`config.mk`:
```
export PLATFORM = sky130hd
export DESIGN_NAME = uart_tx
export DESIGN_NICKNAME = d
export VERILOG_FILES = /design/src/rtl/uart_tx_pkg.sv /design/src/rtl/uart_tx_fifo.sv /design/src/rtl/uart_tx.sv
export SDC_FILE = /design/constraint.sdc
export NUM_CORES = 1
export LEC_CHECK = 0
export ABC_AREA = 1
export CORE_MARGIN = 1.5
export CORE_UTILIZATION = 35
export CTS_BUF_LIST = sky130_fd_sc_hd__clkbuf_4 sky130_fd_sc_hd__clkbuf_8
export DETAILED_ROUTE_END_ITERATION = 12
export GPL_TIMING_DRIVEN = 0
export HOLD_SLACK_MARGIN = 0.12
export PLACE_DENSITY_LB_ADDON = 0.05
export SLEW_MARGIN = 20
export SYNTH_ARGS = -nofsm -noshare
export SYNTH_HDL_FRONTEND = slang
export SYNTH_SLANG_ARGS = --single-unit
export TNS_END_PERCENT = 5
```
`constraint.sdc`:
```
create_clock -name clk_i -period 3.9 [get_ports clk_i]
set_input_delay 1.17 -clock clk_i [delete_from_list [all_inputs] [get_ports clk_i]]
set_output_delay 1.17 -clock clk_i [all_outputs]
set_load 0.005 [all_outputs]
```
`src/rtl/uart_tx_pkg.sv`:
```
// uart_tx_pkg: shared 16x-oversampling baud divisors (N-1) and FSM state encodings
// Divisor constants must stay identical to the receiver's so loopback frames sample bit-centred.
package uart_tx_pkg;

    localparam logic [8:0] BUAD_9600   = 9'd324;
    localparam logic [8:0] BUAD_19200  = 9'd161;
    localparam logic [8:0] BUAD_38400  = 9'd80;
    localparam logic [8:0] BUAD_57600  = 9'd53;
    localparam logic [8:0] BUAD_115200 = 9'd26;

    typedef enum logic [1:0] {
        IDLE  = 2'b00,
        START = 2'b01,
        DATA  = 2'b10,
        STOP  = 2'b11
    } state_t;

    function automatic logic [8:0] buad_div(input logic [2:0] sel);
        return sel == 3'd1 ? BUAD_9600  :
               sel == 3'd2 ? BUAD_19200 :
               sel == 3'd3 ? BUAD_38400 :
               sel == 3'd4 ? BUAD_57600 : BUAD_115200;
    endfunction

endpackage

```
`src/rtl/uart_tx_fifo.sv`:
```
// uart_tx_fifo: 4-entry, 8-bit input FIFO for uart_tx (used only with UART_TX_FIFO_EN)
module uart_tx_fifo (
    input  logic       clk_i,
    input  logic       rst_n,
    input  logic       push,
    input  logic [7:0] wdata,
    input  logic       pop,
    output logic [7:0] rdata,
    output logic       full,
    output logic       empty
);

    logic [7:0] mem [4];
    logic [1:0] wptr, rptr;
    logic [2:0] count;
    logic       do_push, do_pop;

    assign full    = count == 3'd4;
    assign empty   = count == 3'd0;
    assign rdata   = mem[rptr];
    assign do_push = push && (!full || pop);
    assign do_pop  = pop && !empty;

    always_ff @(posedge clk_i or negedge rst_n) begin
        if (!rst_n) begin
            wptr  <= '0;
            rptr  <= '0;
            count <= '0;
        end else begin
            wptr  <= wptr + 2'(do_push);
            rptr  <= rptr + 2'(do_pop);
            count <= count + 3'(do_push) - 3'(do_pop);
        end
    end

    always_ff @(posedge clk_i) begin
        if (do_push) mem[wptr] <= wdata;
    end

endmodule

```
`src/rtl/uart_tx.sv`:
```
// uart_tx: 8N1 UART transmitter, five selectable baud rates from a 50 MHz clock
// Optional 4-entry input FIFO enabled by defining UART_TX_FIFO_EN.
module uart_tx
    import uart_tx_pkg::*;
(
    input  logic       clk_i,
    input  logic       rst_n,
    input  logic [2:0] buad_set_i,
    input  logic [7:0] tx_data_i,
    input  logic       tx_valid_i,
    output logic       tx_ready_o,
    output logic       uart_tx_o,
    output logic       tx_busy_o,
    output logic       tx_done_o
);

    state_t     state, state_nx;
    logic [8:0] div_cnt, div_max, div_sel;
    logic [3:0] tick_cnt;
    logic [2:0] bit_idx;
    logic [7:0] shift, next_byte;
    logic       tick, bit_end, load_pt, avail, take;

    assign div_sel = buad_div(buad_set_i);
    assign tick    = div_cnt == 9'd0;
    assign bit_end = tick && tick_cnt == 4'd15;
    assign take    = load_pt && avail;

`ifdef UART_TX_FIFO_EN
    logic       f_full, f_empty, f_push, f_pop;
    logic [7:0] f_rdata;

    assign tx_ready_o = !f_full;
    assign load_pt    = state == IDLE || (state == STOP && bit_end);
    assign avail      = !f_empty || (tx_valid_i && tx_ready_o);
    assign next_byte  = f_empty ? tx_data_i : f_rdata;
    assign f_pop      = take && !f_empty;
    // An accepted byte arriving with an empty FIFO at a load point bypasses it
    assign f_push     = tx_valid_i && tx_ready_o && !(take && f_empty);

    uart_tx_fifo u_fifo (
        .clk_i (clk_i),
        .rst_n (rst_n),
        .push  (f_push),
        .wdata (tx_data_i),
        .pop   (f_pop),
        .rdata (f_rdata),
        .full  (f_full),
        .empty (f_empty)
    );
`else
    assign tx_ready_o = state == IDLE;
    assign load_pt    = state == IDLE;
    assign avail      = tx_valid_i;
    assign next_byte  = tx_data_i;
`endif

    always_comb begin
        state_nx = state;
        case (state)
            IDLE:    state_nx = take ? START : IDLE;
            START:   state_nx = bit_end ? DATA : START;
            DATA:    state_nx = (bit_end && bit_idx == 3'd7) ? STOP : DATA;
            STOP:    state_nx = bit_end ? (take ? START : IDLE) : STOP;
            default: state_nx = IDLE;
        endcase
    end

    // Divisor is preloaded with N-1 at frame start so each bit spans exactly 16*N cycles
    always_ff @(posedge clk_i or negedge rst_n) begin
        if (!rst_n) begin
            state     <= IDLE;
            div_cnt   <= '0;
            div_max   <= '0;
            tick_cnt  <= '0;
            bit_idx   <= '0;
            shift     <= '0;
            uart_tx_o <= 1'b1;
            tx_busy_o <= 1'b0;
            tx_done_o <= 1'b0;
        end else begin
            state     <= state_nx;
            uart_tx_o <= state == START ? 1'b0 : state == DATA ? shift[0] : 1'b1;
            tx_busy_o <= state != IDLE;
            tx_done_o <= state == STOP && bit_end;
            if (take) begin
                div_max  <= div_sel;
                div_cnt  <= div_sel;
                tick_cnt <= '0;
                bit_idx  <= '0;
                shift    <= next_byte;
            end else if (state != IDLE) begin
                div_cnt  <= tick ? div_max : div_cnt - 9'd1;
                tick_cnt <= tick ? tick_cnt + 4'd1 : tick_cnt;
                if (state == DATA && bit_end) begin
                    shift   <= shift >> 1;
                    bit_idx <= bit_idx + 3'd1;
                end
            end
        end
    end

endmodule

```
==> out/results.txt <==
Layout Cells excl Fill - 352
largest net degree at the start of global routing - 21
synth warn - 0
setup TNS - 0 ns
post-route cell area - 0.00233 mm2
Post-CTS Setup Bufs - 0
met1 usage - 22.4%
peak supply drop - 0.137 mV
Yosys reg bits - 36
Arrival @ worst endpoint - 1.55 ns
EDFF count, synth - 0
endpoints failing hold - 0
Post-CTS Resized - 0
overall power - 0.675 mW
fraction of registers with async set/reset - 100%
syn_area_per_cell - 7.71 um2
Die ar. - 0.00605 mm2
Clock Skew - 0.0126 ns
GRT overflow - 0
I/O pin total - 18
type of element capturing the critical path - output pin
drt wl/cell - 12.8 um
Worst-path clk slew - 0.07 ns
synthesized area - 0.00196 mm2
CP Cell Sequence - nor2_8, clkdlybuf4s50_1
fin nets - 297
vias in the first global route - 1622
max-cap violations - 0
met3 usage - 3.65%
Critical Path Max Stage Delay - 0.55 ns
area of the multi-input gates - 931 um2
TritonRoute pass-1 iters - 4
status - finished, final reports clean
fin crit period - 2.72 ns
Max Clk Rate - 0.367 GHz
CP max stage cell - clkdlybuf4s50_1
met2 Usage GRT - 27.0%
Final Cycle Share - 69.8%
die width - 77.8 um
final worst slack - 1.18 ns
GRT Total Usage - 16.7%
CP startpoint - state[1]$_DFF_PN0_
GPL Wtd Cong - 0.790
commonest non-fill, non-tap cells in the layout - 99 x nand2_1, 35 x dfrtp_1, 27 x nand3_1
number of remaining DRC errors - 0
worst skew pair latency - 0.29 ns
Rows - 27
Fillers - 571
final setup vio count - 0
Synth Net Count - 272
placed cell count - 344
Reg-to-Reg End - tick_cnt[2]$_DFFE_PN0P_
clock sink count - 36
H-tree depth - 2
Root Driver - clkbuf_8
DRT iter0 DRCs - 73
CTS tree - yes
Primary FF master, synth - dfrtp_1
Synth cell types - 29
CTS buffer count - 5
CP Launch Type - flop
Power per Cell Area - 290 mW/mm2
gr busiest metal - met2
Post-Route WL - 4.49 mm
Syn Inst Count - 254
core area - 0.00544 mm2
most common cell after layout, fill and taps aside - nand2_1
initial antenna violation count - 0
die height - 77.8 um
worst r2r path cells - 9
Antenna diodes - 0
Worst Tran Pin Value - 0.508 ns
RSZ-0062 raised after global routing - false
initial core utilization - 36.0%
Crit Path Max Fanout - 8
Slew HR - 66.1%
vias per std cell - 4.59
share of cells above drive strength 1 - 11.1%
pre-CTS setup slack - 1.28 ns
FF-to-FF Start - div_cnt[0]$_DFFE_PN0P_
port bufs - 17
Final Slew Violations - 0
sequential element share of the synthesized area - 46.1%
Leakage - 1.18 nW
Placement Cell Area - 0.00224 mm2
cts hold-fix bufs - 0
via count - 1617
first-pass GRT wire length - 7.87 mm
WP data required - 2.73 ns
worst hold path class - flop to flop
Detailed Place HPWL - 3.30 mm
area grow syn2layout - 19.0%
Setup CP Type - flop to output pin
remaining antenna violation count - 0
Worst Setup EP - tx_ready_o
Storage cell area - 902 um2
Bufs on Longest Clock Path - 2
R2R Setup Slk - 2.21 ns
[stage by stage]
stage	utilization [%]	hold slack [ns]
finish	42.8	0.472
global placement	40.8	0.455
global route	42.8	0.522
floorplan	-	0.439
CTS	42.8	0.473
detailed placement	41.2	0.458
[area by class of cell]
cell class	instances	share of cell area (%)
Clock buffer	7	3.60
Inverter	24	3.97
Tap cell	72	3.87
Timing Repair Buffer	18	8.27
Sequential cell	36	38.7
Clock inverter	1	0.215
Buffer	4	1.40
Multi-Input combinational cell	190	40.0
[cells by family after synthesis]
| family | Yosys count | share of synthesized area [%] |
|---|---|---|
| simple gates | 159 | 37.0 |
| flops | 36 | 46.1 |
| buf+inv | 28 | 6.39 |
| compound gates | 22 | 5.75 |
| xor+xnor | 5 | 2.24 |
| fa+ha+maj | 4 | 2.56 |
[sequential cells by signal (all words and copies together), names as in the netlist]
signal,cells
tx_done_o,1
uart_tx_o,1
bit_idx,3
tick_cnt,4
state,2
div_max,7
div_cnt,9
tx_busy_o,1
shift,8
[worst min-delay path by stage]
stage	slack [ns]	endpoint	depth (start not counted)	start
floorplan	0.44	div_max[8]$_DFFE_PN0N_	2	div_max[8]$_DFFE_PN0N_
global placement	0.45	div_max[8]$_DFFE_PN0N_	2	div_max[8]$_DFFE_PN0N_
detailed placement	0.46	div_max[8]$_DFFE_PN0N_	2	div_max[8]$_DFFE_PN0N_
CTS	0.47	div_max[8]$_DFFE_PN0N_	2	div_max[8]$_DFFE_PN0N_
global route	0.52	div_max[8]$_DFFE_PN0N_	2	div_max[8]$_DFFE_PN0N_
finish	0.47	div_max[8]$_DFFE_PN0N_	2	div_max[8]$_DFFE_PN0N_
[critical path: cells and delay by family, from the launching register on]
kind | cells | cell delay, ns
DFF | 1 | 0.47
buffers and inverters | 1 | 0.55
and+or+nand+nor | 1 | 0.25
[cells in the mapped netlist (3+ instances only)]
cell type / number / share of area, %
dfrtp_1: 35 / 45
nand2_2: 3 / 0.96
nor2_1: 13 / 2.5
nand2_1: 99 / 19
nand3_1: 27 / 6.9
o21ai_0: 10 / 2.6
inv_1: 21 / 4.0
nor2_4: 3 / 1.7
xor2_1: 4 / 1.8
a21oi_1: 9 / 2.3
ha_1: 4 / 2.6
[routing by layer]
layer  part of all wire, %  wire, um
met1                    51      2270
met2                    46      2050
met3                   2.4       109
met4                   1.4        61
met5                     0         0
[power breakdown]
| part | switching (mW) | internal [mW] |
|---|---|---|
| sequential | 0 | 0.373 |
| combinational | 0.0141 | 0.0146 |
| clock | 0.134 | 0.139 |
| total | 0.148 | 0.527 |
Power figures use the tool's default switching activity.
